==> config.mk <==
export PLATFORM = sky130hd
export DESIGN_NAME = mem_bus_arbiter_flat
export DESIGN_NICKNAME = d
export VERILOG_FILES = /design/src/rtl/mem_bus_arbiter_if.sv /design/src/rtl/mem_bus_arbiter.sv /design/src/flat_wrapper.sv
export SDC_FILE = /design/constraint.sdc
export NUM_CORES = 1
export LEC_CHECK = 0
export CORE_AREA = 2 2 362 364
export CTS_CLUSTER_SIZE = 12
export DETAILED_ROUTE_END_ITERATION = 7
export DIE_AREA = 0 0 364 366
export SKIP_CTS_REPAIR_TIMING = 1
export SLEW_MARGIN = 20
export SYNTH_ARGS = -nofsm -noshare
export SYNTH_HDL_FRONTEND = slang
export SYNTH_SLANG_ARGS = --single-unit
export TNS_END_PERCENT = 1
==> constraint.sdc <==
create_clock -name clk -period 2.1 [get_ports clk]
set_clock_uncertainty 0.05 [all_clocks]
set_input_delay 0.42 -clock clk [delete_from_list [all_inputs] [get_ports clk]]
set_output_delay 0.42 -clock clk [all_outputs]
set_load 0.05 [all_outputs]
==> src/rtl/mem_bus_arbiter_if.sv <==
// mem_bus_arbiter_if: two requester ports plus the shared MIG app channel.
// master is the arbiter's view; slave is the requesters/controller side.
interface mem_bus_arbiter_if;
    logic         p0_en, p0_we, p0_ack;
    logic [27:0]  p0_addr;
    logic [127:0] p0_wdata, p0_rdata;
    logic [15:0]  p0_wmask;
    logic         p1_en, p1_we, p1_ack;
    logic [27:0]  p1_addr;
    logic [127:0] p1_wdata, p1_rdata;
    logic [15:0]  p1_wmask;
    logic [27:0]  app_addr;
    logic [2:0]   app_cmd;
    logic         app_en, app_rdy;
    logic [127:0] app_wdf_data;
    logic         app_wdf_end, app_wdf_wren, app_wdf_rdy;
    logic [15:0]  app_wdf_mask;
    logic [127:0] app_rd_data;
    logic         app_rd_data_valid, app_rd_data_end;

    modport master (
        input  p0_en, p0_we, p0_addr, p0_wdata, p0_wmask,
        input  p1_en, p1_we, p1_addr, p1_wdata, p1_wmask,
        output p0_ack, p0_rdata, p1_ack, p1_rdata,
        output app_addr, app_cmd, app_en, app_wdf_data, app_wdf_end, app_wdf_mask, app_wdf_wren,
        input  app_rdy, app_wdf_rdy, app_rd_data, app_rd_data_valid, app_rd_data_end
    );

    modport slave (
        output p0_en, p0_we, p0_addr, p0_wdata, p0_wmask,
        output p1_en, p1_we, p1_addr, p1_wdata, p1_wmask,
        input  p0_ack, p0_rdata, p1_ack, p1_rdata,
        input  app_addr, app_cmd, app_en, app_wdf_data, app_wdf_end, app_wdf_mask, app_wdf_wren,
        output app_rdy, app_wdf_rdy, app_rd_data, app_rd_data_valid, app_rd_data_end
    );
endinterface

==> src/rtl/mem_bus_arbiter.sv <==
// mem_bus_arbiter: serialises two requesters onto one MIG app interface with
// exclusive or round-robin ownership and a bounded wait for read data.
module mem_bus_arbiter #(
    parameter int RD_TIMEOUT = 1023
) (
    input  logic              clk,
    input  logic              resetn,
    input  logic [1:0]        bus_mode,
    mem_bus_arbiter_if.master bus,
    output logic              busy,
    output logic              err_timeout
);
    localparam int CW = $clog2(RD_TIMEOUT + 1);

    typedef enum logic [1:0] {IDLE, ISSUE, RD_WAIT} state_t;

    state_t        state;
    logic          port, last_grant;
    logic [CW-1:0] cnt;
    logic          req0, req1, pick, pick_we, rd, cmd_ok, wdf_ok, unused_rd_end;

    // app_en / app_wdf_wren stay high until accepted, so they double as the not-done flags
    always_comb begin
        req0    = bus.p0_en && bus_mode != 2'b01;
        req1    = bus.p1_en && bus_mode != 2'b00;
        pick    = req0 && req1 ? !last_grant : req1;
        pick_we = pick ? bus.p1_we : bus.p0_we;
        rd      = bus.app_cmd[0];
        cmd_ok  = !bus.app_en || bus.app_rdy;
        wdf_ok  = !bus.app_wdf_wren || bus.app_wdf_rdy;
    end

    assign busy          = state != IDLE;
    assign unused_rd_end = bus.app_rd_data_end;

    always_ff @(posedge clk or negedge resetn) begin
        if (!resetn) begin
            state            <= IDLE;
            port             <= 1'b0;
            last_grant       <= 1'b1;
            cnt              <= '0;
            err_timeout      <= 1'b0;
            bus.app_addr     <= '0;
            bus.app_cmd      <= '0;
            bus.app_en       <= 1'b0;
            bus.app_wdf_data <= '0;
            bus.app_wdf_mask <= '0;
            bus.app_wdf_end  <= 1'b0;
            bus.app_wdf_wren <= 1'b0;
            bus.p0_ack       <= 1'b0;
            bus.p1_ack       <= 1'b0;
            bus.p0_rdata     <= '0;
            bus.p1_rdata     <= '0;
        end else begin
            bus.p0_ack <= 1'b0;
            bus.p1_ack <= 1'b0;
            case (state)
                IDLE: if (req0 || req1) begin
                    state            <= ISSUE;
                    port             <= pick;
                    last_grant       <= pick;
                    bus.app_en       <= 1'b1;
                    bus.app_addr     <= pick ? bus.p1_addr : bus.p0_addr;
                    bus.app_cmd      <= {2'b00, !pick_we};
                    bus.app_wdf_data <= pick ? bus.p1_wdata : bus.p0_wdata;
                    bus.app_wdf_mask <= pick ? bus.p1_wmask : bus.p0_wmask;
                    bus.app_wdf_wren <= pick_we;
                    bus.app_wdf_end  <= pick_we;
                end
                ISSUE: begin
                    if (bus.app_rdy) bus.app_en <= 1'b0;
                    if (bus.app_wdf_rdy) bus.app_wdf_wren <= 1'b0;
                    if (cmd_ok && wdf_ok) begin
                        if (rd) begin
                            state <= RD_WAIT;
                            cnt   <= '0;
                        end else begin
                            state                    <= IDLE;
                            bus.app_wdf_end          <= 1'b0;
                            {bus.p1_ack, bus.p0_ack} <= port ? 2'b10 : 2'b01;
                        end
                    end
                end
                RD_WAIT: if (bus.app_rd_data_valid || cnt == CW'(RD_TIMEOUT - 1)) begin
                    state                    <= IDLE;
                    {bus.p1_ack, bus.p0_ack} <= port ? 2'b10 : 2'b01;
                    if (port) bus.p1_rdata <= bus.app_rd_data_valid ? bus.app_rd_data : '0;
                    else bus.p0_rdata <= bus.app_rd_data_valid ? bus.app_rd_data : '0;
                    if (!bus.app_rd_data_valid) err_timeout <= 1'b1;
                end else begin
                    cnt <= cnt + CW'(1);
                end
                default: state <= IDLE;
            endcase
        end
    end
endmodule

==> src/flat_wrapper.sv <==
// flat-port wrapper written by rule: the top's interface ports become plain ports
module mem_bus_arbiter_flat 
#(
    parameter int RD_TIMEOUT = 1023
)
  (clk, resetn, bus_mode, busy, err_timeout, bus_p0_en, bus_p0_we, bus_p0_addr, bus_p0_wdata, bus_p0_wmask, bus_p1_en, bus_p1_we, bus_p1_addr, bus_p1_wdata, bus_p1_wmask, bus_p0_ack, bus_p0_rdata, bus_p1_ack, bus_p1_rdata, bus_app_addr, bus_app_cmd, bus_app_en, bus_app_wdf_data, bus_app_wdf_end, bus_app_wdf_mask, bus_app_wdf_wren, bus_app_rdy, bus_app_wdf_rdy, bus_app_rd_data, bus_app_rd_data_valid, bus_app_rd_data_end);
  mem_bus_arbiter_if bus_i ();
  input  logic clk;
  input  logic resetn;
  input  logic [1:0] bus_mode;
  output logic busy;
  output logic err_timeout;
  input wire logic [$bits(bus_i.p0_en)-1:0] bus_p0_en;
  input wire logic [$bits(bus_i.p0_we)-1:0] bus_p0_we;
  input wire logic [$bits(bus_i.p0_addr)-1:0] bus_p0_addr;
  input wire logic [$bits(bus_i.p0_wdata)-1:0] bus_p0_wdata;
  input wire logic [$bits(bus_i.p0_wmask)-1:0] bus_p0_wmask;
  input wire logic [$bits(bus_i.p1_en)-1:0] bus_p1_en;
  input wire logic [$bits(bus_i.p1_we)-1:0] bus_p1_we;
  input wire logic [$bits(bus_i.p1_addr)-1:0] bus_p1_addr;
  input wire logic [$bits(bus_i.p1_wdata)-1:0] bus_p1_wdata;
  input wire logic [$bits(bus_i.p1_wmask)-1:0] bus_p1_wmask;
  output wire logic [$bits(bus_i.p0_ack)-1:0] bus_p0_ack;
  output wire logic [$bits(bus_i.p0_rdata)-1:0] bus_p0_rdata;
  output wire logic [$bits(bus_i.p1_ack)-1:0] bus_p1_ack;
  output wire logic [$bits(bus_i.p1_rdata)-1:0] bus_p1_rdata;
  output wire logic [$bits(bus_i.app_addr)-1:0] bus_app_addr;
  output wire logic [$bits(bus_i.app_cmd)-1:0] bus_app_cmd;
  output wire logic [$bits(bus_i.app_en)-1:0] bus_app_en;
  output wire logic [$bits(bus_i.app_wdf_data)-1:0] bus_app_wdf_data;
  output wire logic [$bits(bus_i.app_wdf_end)-1:0] bus_app_wdf_end;
  output wire logic [$bits(bus_i.app_wdf_mask)-1:0] bus_app_wdf_mask;
  output wire logic [$bits(bus_i.app_wdf_wren)-1:0] bus_app_wdf_wren;
  input wire logic [$bits(bus_i.app_rdy)-1:0] bus_app_rdy;
  input wire logic [$bits(bus_i.app_wdf_rdy)-1:0] bus_app_wdf_rdy;
  input wire logic [$bits(bus_i.app_rd_data)-1:0] bus_app_rd_data;
  input wire logic [$bits(bus_i.app_rd_data_valid)-1:0] bus_app_rd_data_valid;
  input wire logic [$bits(bus_i.app_rd_data_end)-1:0] bus_app_rd_data_end;
  assign bus_i.p0_en = bus_p0_en;
  assign bus_i.p0_we = bus_p0_we;
  assign bus_i.p0_addr = bus_p0_addr;
  assign bus_i.p0_wdata = bus_p0_wdata;
  assign bus_i.p0_wmask = bus_p0_wmask;
  assign bus_i.p1_en = bus_p1_en;
  assign bus_i.p1_we = bus_p1_we;
  assign bus_i.p1_addr = bus_p1_addr;
  assign bus_i.p1_wdata = bus_p1_wdata;
  assign bus_i.p1_wmask = bus_p1_wmask;
  assign bus_p0_ack = bus_i.p0_ack;
  assign bus_p0_rdata = bus_i.p0_rdata;
  assign bus_p1_ack = bus_i.p1_ack;
  assign bus_p1_rdata = bus_i.p1_rdata;
  assign bus_app_addr = bus_i.app_addr;
  assign bus_app_cmd = bus_i.app_cmd;
  assign bus_app_en = bus_i.app_en;
  assign bus_app_wdf_data = bus_i.app_wdf_data;
  assign bus_app_wdf_end = bus_i.app_wdf_end;
  assign bus_app_wdf_mask = bus_i.app_wdf_mask;
  assign bus_app_wdf_wren = bus_i.app_wdf_wren;
  assign bus_i.app_rdy = bus_app_rdy;
  assign bus_i.app_wdf_rdy = bus_app_wdf_rdy;
  assign bus_i.app_rd_data = bus_app_rd_data;
  assign bus_i.app_rd_data_valid = bus_app_rd_data_valid;
  assign bus_i.app_rd_data_end = bus_app_rd_data_end;
  mem_bus_arbiter #(.RD_TIMEOUT(RD_TIMEOUT)) u_core (.clk(clk), .resetn(resetn), .bus_mode(bus_mode), .bus(bus_i), .busy(busy), .err_timeout(err_timeout));
endmodule
==> summary.md <==
| Metric | Value |
|---|---|
| IO buf count | `918` |
| Worst r2r src | `u_core.state[0]` |
| Critical path type | `register to output pin` |
| Multi-input logic area | `6690 µm²` |
| Final setup fails | `3` |
| Worst Max-Slew Pin Slew | `0.581 ns` |
| P_leak | `0.0169 µW` |
| R2R depth | `8` |
| Post-synthesis register bit count | `449` |
| Max Fclk | `451 MHz` |
| Most used cell along the critical path | `buf_4` |
| Setup crit end kind | `output pin` |
| Worst-path clk slew | `0.07 ns` |
| Critical path's largest stage delay | `0.35 ns` |
| Clock Latency Late Sink | `0.62 ns` |
| Slew HR | `0.612` |
| Row cnt | `132` |
| Area delta synth->final | `76.9%` |
| Buf/Inv on CP | `5` |
| First-pass DRT Iterations | `5` |
| Post-synth EDFFs | `0` |
| Crit Path Max Fanout | `4` |
| Width of the die | `364 µm` |
| Maxcap violations | `0` |
| Ys async rst share | `1.00` |
| Slowest cell on crit path | `dfrtp_1` |
| Final Core Density | `0.253` |
| Crit-path leading delay family | `buffers and inverters` |
| Layout cells sized above 1 | `0.134` |
| Placed Cells | `4,488` |
| Status | `finished, violations left` |
| RSZ-0062 raised after global routing | `true` |
| Dpl ws | `-0.282 ns` |
| Vias per inst | `3.75` |
| Hold Violations, Final | `0` |
| Antenna-violating nets left | `0` |
| Num ports | `922` |
| Worst path depth | `6` |
| Mapped Area | `18,500 µm²` |
| Failing checks | `negative setup slack` |
| Core Region | `129,000 µm²` |
| Worst vdd ir | `880 µV` |
| Setup ws final | `-0.116 ns` |
| First-pass GRT wire length | `133 mm` |
| DRC | `0` |
| Vert. Die Dim | `366 µm` |
| Non-Filler Instances | `4,590` |
| Startpoint Class | `register` |
| Hold Path Class | `input port to register` |
| Syn_area_per_cell | `10.0 µm²` |
| Initial drt markers | `992` |
| Fin. max-slew vios | `0` |
| GP Congestion | `0.919` |
| Min-Delay Endpoint | `u_core.bus.p1_rdata[18]` |
| Hpwl dp | `80.7 mm` |
| Worst hold path depth | `3` |
| Synth warnings | `0` |
| Initial Util | `0.143` |
| Global Route Usage Sum | `0.140` |
| Critical Path RT | `1.63 ns` |
| HP Start | `bus_app_rd_data_valid` |
| Cells along the critical path | `inv_1 -> buf_4 -> ha_4 -> inv_2 -> buf_4 -> buf_12` |
| Vias in the first global route | `17,300` |
| Clock buffer depth | `3` |
| Largest net degree at the start of global routing | `63` |
| Post-Route WL | `97.5 mm` |
| RR Endpoint | `u_core.bus.p1_rdata[42]` |
| Vias | `17,200` |
| # clock sinks | `449` |
| Initial antenna violation count | `42` |
| # fillers | `13,700` |
| H-tree lvl count | `2` |
| Tmin final | `2.22 ns` |
| Dominant synthesized flop cell | `dfrtp_1` |
| TritonCTS Buffers | `52` |
| Final period util | `1.06` |
| Flop2flop setup slack | `0 ns` |
| Gate Count Post-Synth | `1,841` |
| Sequential cell area | `11,200 µm²` |
| Cell area power density | `1650 nW/µm²` |
| Clock root buffer | `clkbuf_16` |
| Grt ovf | `0` |
| Final TNS setup | `-0.123 ns` |
| Crit path DAT | `1.75 ns` |
| Die area | `133,000 µm²` |
| Sequential fraction of the synthesis area | `0.608` |
| Distinct cells, synth | `39` |
| CTS tree | `built` |
| Nets | `3,290` |
| Wirelength per Cell | `21.3 µm` |
flip-flops by register name, indices dropped and copies added, names as in the netlist:
name / cells
u_core.bus.app_en: 1
u_core.bus.app_wdf_wren: 1
u_core.bus.p1_ack: 1
u_core.err_timeout: 1
u_core.last_grant: 1
u_core.bus.app_addr: 28
u_core.bus.app_cmd: 1
u_core.bus.p0_ack: 1
u_core.bus.app_wdf_data: 128
u_core.state: 2
u_core.cnt: 10
u_core.port: 1
u_core.bus.p0_rdata: 128
u_core.bus.app_wdf_end: 1
u_core.bus.app_wdf_mask: 16
u_core.bus.p1_rdata: 128
cell families after synthesis:
family	share of synthesized area
AO/OA/AOI/OAI	0.129
buffers and inverters	0.0357
flip-flops	0.608
AND/OR/NAND/NOR	0.128
other	0.000203
multiplexers	0.0957
adder cells (fa/ha/maj)	0.00339
final cells by class:
cell class	count	area share
sequential	449	0.344
timing repair buffer	1036	0.330
multi-input combinational	1252	0.205
tap	1742	0.0667
clock buffer	78	0.0484
clock inverter	16	0.00444
inverter	10	0.00115
antenna	7	0.000536
worst min-delay path: cells and delay by family:
kind | cells | cell delay, ns
AOI/OAI and AO/OA | 1 | 0.07
buffers and inverters | 1 | 0.18
and+or+nand+nor | 1 | 0.10
Yosys cell counts (all sizes together) (5+ instances only):
library cell	instances	share of area
buf	68	0.021
nor3	6	0.0016
o21ai	269	0.073
nand2	394	0.080
dfrtp	448	0.61
a21oi	178	0.048
a31oi	5	0.0017
mux2i	174	0.094
nand3	6	0.0016
nor2	181	0.037
inv	10	0.0020
nand2b	7	0.0024
ha	5	0.0034
clkbuf	63	0.013
through the flow:
step	area [µm²]	hold WS [ns]	power, µW
floorplan	18500	0.0744	32300
global placement	30100	0.276	44900
detailed placement	30100	0.282	45200
CTS	31800	-0.431	54800
global route	32700	0.144	56400
finish	32700	0.166	53800
per-layer routing:
metal	up-vias	wire, µm	GRT usage
met2	682	47300	0.238
met3	156	7890	0.0422
met4	20	2420	0.0386
met1	8193	39800	0.170
li1	8142	-	-
met5	-	129	0
how the worst max path moves through the flow:
stage,endpoint,startpoint
after CTS,busy,u_core.state[0]
final,busy,u_core.state[0]
after floorplan,u_core.bus.app_addr[10],u_core.state[0]
after global routing,busy,u_core.state[0]
after detailed placement,u_core.bus.app_wdf_data[9],bus_mode[0]
after global placement,u_core.bus.app_wdf_data[9],bus_mode[0]
where the power goes:
part | switching [µW] | internal, µW
clock network | 3950 | 5330
logic | 20900 | 8950
registers | 2240 | 12400
placed cells by master, fill, tap and decap left out, types with 18 or more instances in the layout:
cell,instances
dfrtp_1,448
nor2_1,181
buf_4,229
buf_6,18
clkbuf_16,53
mux2i_1,174
clkdlybuf4s50_1,480
buf_12,26
o21ai_0,224
nand2_1,392
o21ai_1,43
dlymetal6s2s_1,281
a21oi_1,178
No activity file was read; power rests on OpenSTA's default activity.
==> patch 1: new RTL, same flow settings <==
Reset style: synchronous (`resetn`), changed in one clocked block.
--- a/src/rtl/mem_bus_arbiter.sv
+++ b/src/rtl/mem_bus_arbiter.sv
@@ -33,7 +33,7 @@
     assign busy          = state != IDLE;
     assign unused_rd_end = bus.app_rd_data_end;
 
-    always_ff @(posedge clk or negedge resetn) begin
+    always_ff @(posedge clk) begin
         if (!resetn) begin
             state            <= IDLE;
             port             <= 1'b0;
Function: not settled (the Yosys comparison gave no result); the edit may change what the design does.
==> patch 1 against the original RTL <==
  * Die area stayed put
  * Fmax rose by 9.1%
  * Synthesized cell count increased by 3.5%
  * Cell area rose by 0.49%
  * Synthesized area increased by 1.5%
  * Wire length increased by 5.9%
  * Setup slack improved by 0.19 ns
  * Final cell count rose by 0.94%
  * Sequential cell count is the same
Power is not compared: it rests on default switching activity, and its combinational part moved more than twofold at a synthesized area within 25%.
==> patch 1: results (changes against the original RTL) <==
vias per cell: 3.86 (+3.0%)
CTS Buf Count: 57 (+9.6%)
r2r setup slk: 0.10 ns (+0.10 ns)
register area share after synthesis: 47.9% (-13 points)
initial antenna violation count: 73 (+74%)
Post-Syn Area per Cell: 9.84 sq um (-1.9%)
Non-Filler Instances: 4633 (+0.94%)
Worst Path Arrival: 1.56 ns (-0.19 ns)
FFs w/ async S/R, synth: 0% (-100 points)
top post-synthesis cells by count: dfxtp_1 (449), mux2i_1 (430), nand2_1 (276)
layout cells sized above 1: 13.2% (-0.27 points)
first-pass GRT wire length: 139000 microns (+4.2%)
Clock Latency Late Sink: 0.65 ns (+0.03 ns)
crit-path max FO: 5 (+1)
DR iter-0 viols: 792 (-20%)
layout net count: 3318 (+0.85%)
Inst Count DP: 4512 (+0.53%)
Final HPWL DP: 83700 microns (+3.8%)
outcome: complete, no violations
Rel. slew slack: 60.7% (-0.45 points)
Crit Reg-Reg Startpoint: u_core.cnt[4]$_SDFFE_PN0P_
vias in the first global route: 17.7k (+2.4%)
GRT Total Usage: 14.8% (+0.74 points)
Netlist cell types: 57 (+46%)
Hold Path End: u_core.bus.p1_rdata[86]$_SDFFE_PN0P_
WHS: 0.0833 ns (-0.0825 ns)
DRT Pass-1 Iters: 4 (-1)
R2R Path End: u_core.bus.p0_rdata[5]$_SDFFE_PN0P_
RD Place Congestion: 0.852 (-7.3%)
Fillers: 13.7k (-0.50%)
WL per Instance: 22.3 microns (+4.9%)
largest net degree at the start of global routing: 92 (+46%)
Area contributors post-synth: dfxtp_1 (48%), mux2i_1 (23%), a211oi_1 (6.9%)
Crit-path slowest cell: dfxtp_2
HP Start: resetn
Max-Cap Viols: 0 (unchanged)
worst-case reg-to-reg path depth: 6 (-2)
[patch 1: worst max path at each step]
| stage | endpoint | slack, ns | cells after the start |
|---|---|---|---|
| floorplan | u_core.bus.p1_rdata[100]$_SDFFE_PN0P_ | 0.33 | 8 |
| finish | busy | 0.07 | 5 |
| global placement | u_core.bus.app_wdf_mask[12]$_SDFFE_PN0P_ | -0.49 | 7 |
| detailed placement | u_core.bus.app_wdf_mask[12]$_SDFFE_PN0P_ | -0.50 | 7 |
| CTS | bus_app_addr[7] | -0.31 | 1 |
| global route | u_core.bus.p0_rdata[117]$_SDFFE_PN0P_ | -0.05 | 8 |
[patch 1: metrics by stage]
step                instance area, sq um  setup WS, ns
floorplan                          18800         0.325
global placement                   30100        -0.489
detailed placement                 30100        -0.504
CTS                                32000        -0.311
global route                       32800       -0.0465
finish                             32800        0.0687
[patch 1: worst register-to-register path, stage by stage (launching register included)]
cell	delay, ns
dfxtp_1	0.42
and4_1	0.38
a31oi_4	0.14
nor3_4	0.24
buf_12	0.22
buf_12	0.23
mux2i_1	0.22
[patch 1: kinds of logic after synthesis]
kind of cell | share of synthesized area [%]
multiplexers | 23.0
other | 0.0200
AND/OR/NAND/NOR | 13.7
adder cells (fa/ha/maj) | 0.334
AO/OA/AOI/OAI | 8.94
buffers and inverters | 6.05
flip-flops | 47.9
[patch 1: area by class of cell]
cell class | instances | area [sq um] | area share (%)
repair buffers | 1035 | 10900 | 33.3
inverters | 12 | 52.6 | 0.160
diodes | 15 | 37.5 | 0.114
clock buffers | 80 | 1650 | 5.03
flip-flops and latches | 449 | 8990 | 27.4
multi-input cells | 1274 | 8660 | 26.4
well taps | 1742 | 2180 | 6.64
clock inverters | 26 | 322 | 0.979
[patch 1: report_power, final]
group	total, mW	internal, mW	switching, mW	leakage, nW
combinational	7.33	2.73	4.60	12.8
clock	10.4	6.23	4.22	0.975
sequential	9.56	9.17	0.392	3.66
[patch 1: per-layer routing]
| metal | GRT usage [%] | part of all wire (%) | vias up |
|---|---|---|---|
| met4 | 5.67 | 3.8 | 40 |
| met1 | 15.7 | 37 | 8324 |
| li1 | - | - | 8602 |
| met2 | 24.8 | 47 | 703 |
| met5 | 0 | 0.24 | - |
| met3 | 7.47 | 11 | 208 |
==> patch 2: new RTL, same settings <==
Without the edit above. `RD_TIMEOUT` is set to 1023 in 2 places; all go to 511.
--- a/src/rtl/mem_bus_arbiter.sv
+++ b/src/rtl/mem_bus_arbiter.sv
@@ -1,7 +1,7 @@
 // mem_bus_arbiter: serialises two requesters onto one MIG app interface with
 // exclusive or round-robin ownership and a bounded wait for read data.
 module mem_bus_arbiter #(
-    parameter int RD_TIMEOUT = 1023
+    parameter int RD_TIMEOUT = 511
 ) (
     input  logic              clk,
     input  logic              resetn,
--- a/src/flat_wrapper.sv
+++ b/src/flat_wrapper.sv
@@ -1,7 +1,7 @@
 // flat-port wrapper written by rule: the top's interface ports become plain ports
 module mem_bus_arbiter_flat 
 #(
-    parameter int RD_TIMEOUT = 1023
+    parameter int RD_TIMEOUT = 511
 )
   (clk, resetn, bus_mode, busy, err_timeout, bus_p0_en, bus_p0_we, bus_p0_addr, bus_p0_wdata, bus_p0_wmask, bus_p1_en, bus_p1_we, bus_p1_addr, bus_p1_wdata, bus_p1_wmask, bus_p0_ack, bus_p0_rdata, bus_p1_ack, bus_p1_rdata, bus_app_addr, bus_app_cmd, bus_app_en, bus_app_wdf_data, bus_app_wdf_end, bus_app_wdf_mask, bus_app_wdf_wren, bus_app_rdy, bus_app_wdf_rdy, bus_app_rd_data, bus_app_rd_data_valid, bus_app_rd_data_end);
   mem_bus_arbiter_if bus_i ();
Function: not settled (the Yosys comparison gave no result); the edit may change what the design does.
==> patch 2 against the original RTL <==
  * The flow still finishes with violations (setup timing)
  * Sequential cell count shrank 1
  * Synthesized area grew 8.0%
  * Setup slack gained 0.053 ns
  * Utilization grew 1.4 points
  * Wire length grew 0.85%
  * Cell area grew 5.5%
  * Critical endpoint is now u_core.bus.p0_rdata[100]$_DFFE_PN0P_
  * Power grew 4.7%
==> patch 2: results (changes against the original RTL) <==
Mapped Cells: 1548 (-16%)
Worst Hold Depth: 3 (unchanged)
largest net degree at the start of global routing: 61 (-3.2%)
Synth Area in Compound Gates: 5.75% (-7.1 points)
Slew @ Worst Pin: 0.608 ns (+0.0270 ns)
Hold Crit Class: in -> reg
Netlist cell types: 51 (+31%)
DR iter-0 viols: 670 (-32%)
Net Switching: 27.1 mW (+0.32%)
worst-case reg-to-reg path depth: 8 (unchanged)
CP endpoint: u_core.bus.p0_rdata[100]$_DFFE_PN0P_
Clock Latency Late Sink: 0.62 ns (about the same)
Port Buf Inserts: 918 (unchanged)
leak pwr: 19.2 nW (+14%)
Final setup viols: 67 (+64)
HP Start: bus_app_rd_data_valid
Fillers: 13.4k (-2.5%)
WL per Instance: 22.5 microns (+6.0%)
Area contributors post-synth: dfrtp_1 (56%), mux2_4 (9.0%), mux2i_1 (8.8%)
H-tree depth: 2 (unchanged)
outcome: complete, but fails checks
register area share after synthesis: 56.2% (-4.6 points)
vias in the first global route: 16.8k (-2.5%)
Adder-Cell Fraction of Synth Area: 0.314% (-0.025 points)
failing checks: setup timing
GRT Total Usage: 14.3% (+0.28 points)
Regs by FF count: u_core.bus.app_wdf_data x128, u_core.bus.p0_rdata x128, u_core.bus.p1_rdata x128
mux cell area share after synthesis: 25.7% (+16 points)
Clock Pin Slew Worst Setup and Hold Paths: 0.06 ns
Hold Path End: u_core.err_timeout$_DFFE_PN0P_
Placed Area: 0.0318 sq mm (+5.8%)
RD Place Congestion: 0.861 (-6.3%)
worst setup slack after layout: -0.0634 ns (+0.0530 ns)
Worst Path Arrival: 2.60 ns (+0.85 ns)
top post-synthesis cells by count: dfrtp_1 (447), nand2_1 (178), mux2i_1 (175)
Yosys Warn Count: 0 (unchanged)
worst slack, placed: -0.419 ns (-0.136 ns)
Setup crit start: u_core.cnt[0]$_DFFE_PN0P_
storage element area: 0.0112 sq mm (-0.22%)
DRT Pass-1 Iters: 4 (-1)
layout cells sized above 1: 21.3% (+7.8 points)
routed vias: 16.2k (-5.9%)
Final HPWL DP: 80500 microns (-0.21%)
post-synthesis xor/xnor area fraction: 0% (unchanged)
first-pass GRT wire length: 135000 microns (+1.0%)
CTS Buffer Depth: 3 (unchanged)
CTS Buf Count: 54 (+3.8%)
initial antenna violation count: 45 (+7.1%)
crit-path max FO: 26 (+22)
layout net count: 3057 (-7.1%)
Inst Count DP: 4253 (-5.2%)
Primary FF master, synth: dfrtp_1
Non-Filler Instances: 4367 (-4.9%)
VDD IR max: 0.959 mV (+8.9%)
-- patch 2: kinds of logic (layout without fill, tap and decap cells) --
family / after synthesis / count (layout)
adders and majority gates: 5 / 5
AOI/OAI and AO/OA: 209 / 209
and+or+nand+nor: 339 / 339
muxes: 435 / 435
DFF: 448 / 448
buffers and inverters: 111 / 1176
other: 1 / 13
-- patch 2: final cells by class --
cell class              count  area share, %
clock inverters            20          0.675
clock buffers              82           4.70
flip-flops and latches    448           32.5
repair buffers           1066           32.1
inverters                   8         0.0943
multi-input cells         990           23.5
well taps                1742           6.32
diodes                     11         0.0798
-- patch 2: routing by layer --
layer  part of all wire, %  vias to the layer above  GRT usage (%)
li1                      -                     7432              -
met1                    42                     7962           17.6
met3                   8.1                      128           4.57
met2                    48                      655           24.0
met4                   1.8                        8           3.37
met5                 0.047                        -              0
-- patch 2: through the flow --
stage | TNS [ns] | hold slack (ns) | power [mW]
final | -1.97 | 0.211 | 56.3
after global routing | -20.10 | 0.220 | 59.0
after CTS | -75.35 | -0.331 | 57.4
after detailed placement | -56.66 | 0.383 | 47.1
after global placement | -52.62 | 0.384 | 47.0
after floorplan | 0 | 0.0744 | 34.2
-- patch 2: critical path, stage by stage (launching register included) --
cell	delay, ns
dfrtp_1	0.37
inv_1	0.06
ha_1	0.15
and4_4	0.26
a21oi_1	0.12
nor3_4	0.19
buf_12	0.21
buf_12	0.22
mux2_2	0.36
-- patch 2: power by group through the flow --
stage                     sequential (mW)  clock [mW]  combinational (mW)
after global routing                 15.5        10.6                32.9
after global placement               15.1           0                31.8
after detailed placement             15.1           0                32.0
final                                15.0        9.92                31.3
after CTS                            15.1        10.3                32.0
after floorplan                      28.3           0                5.82
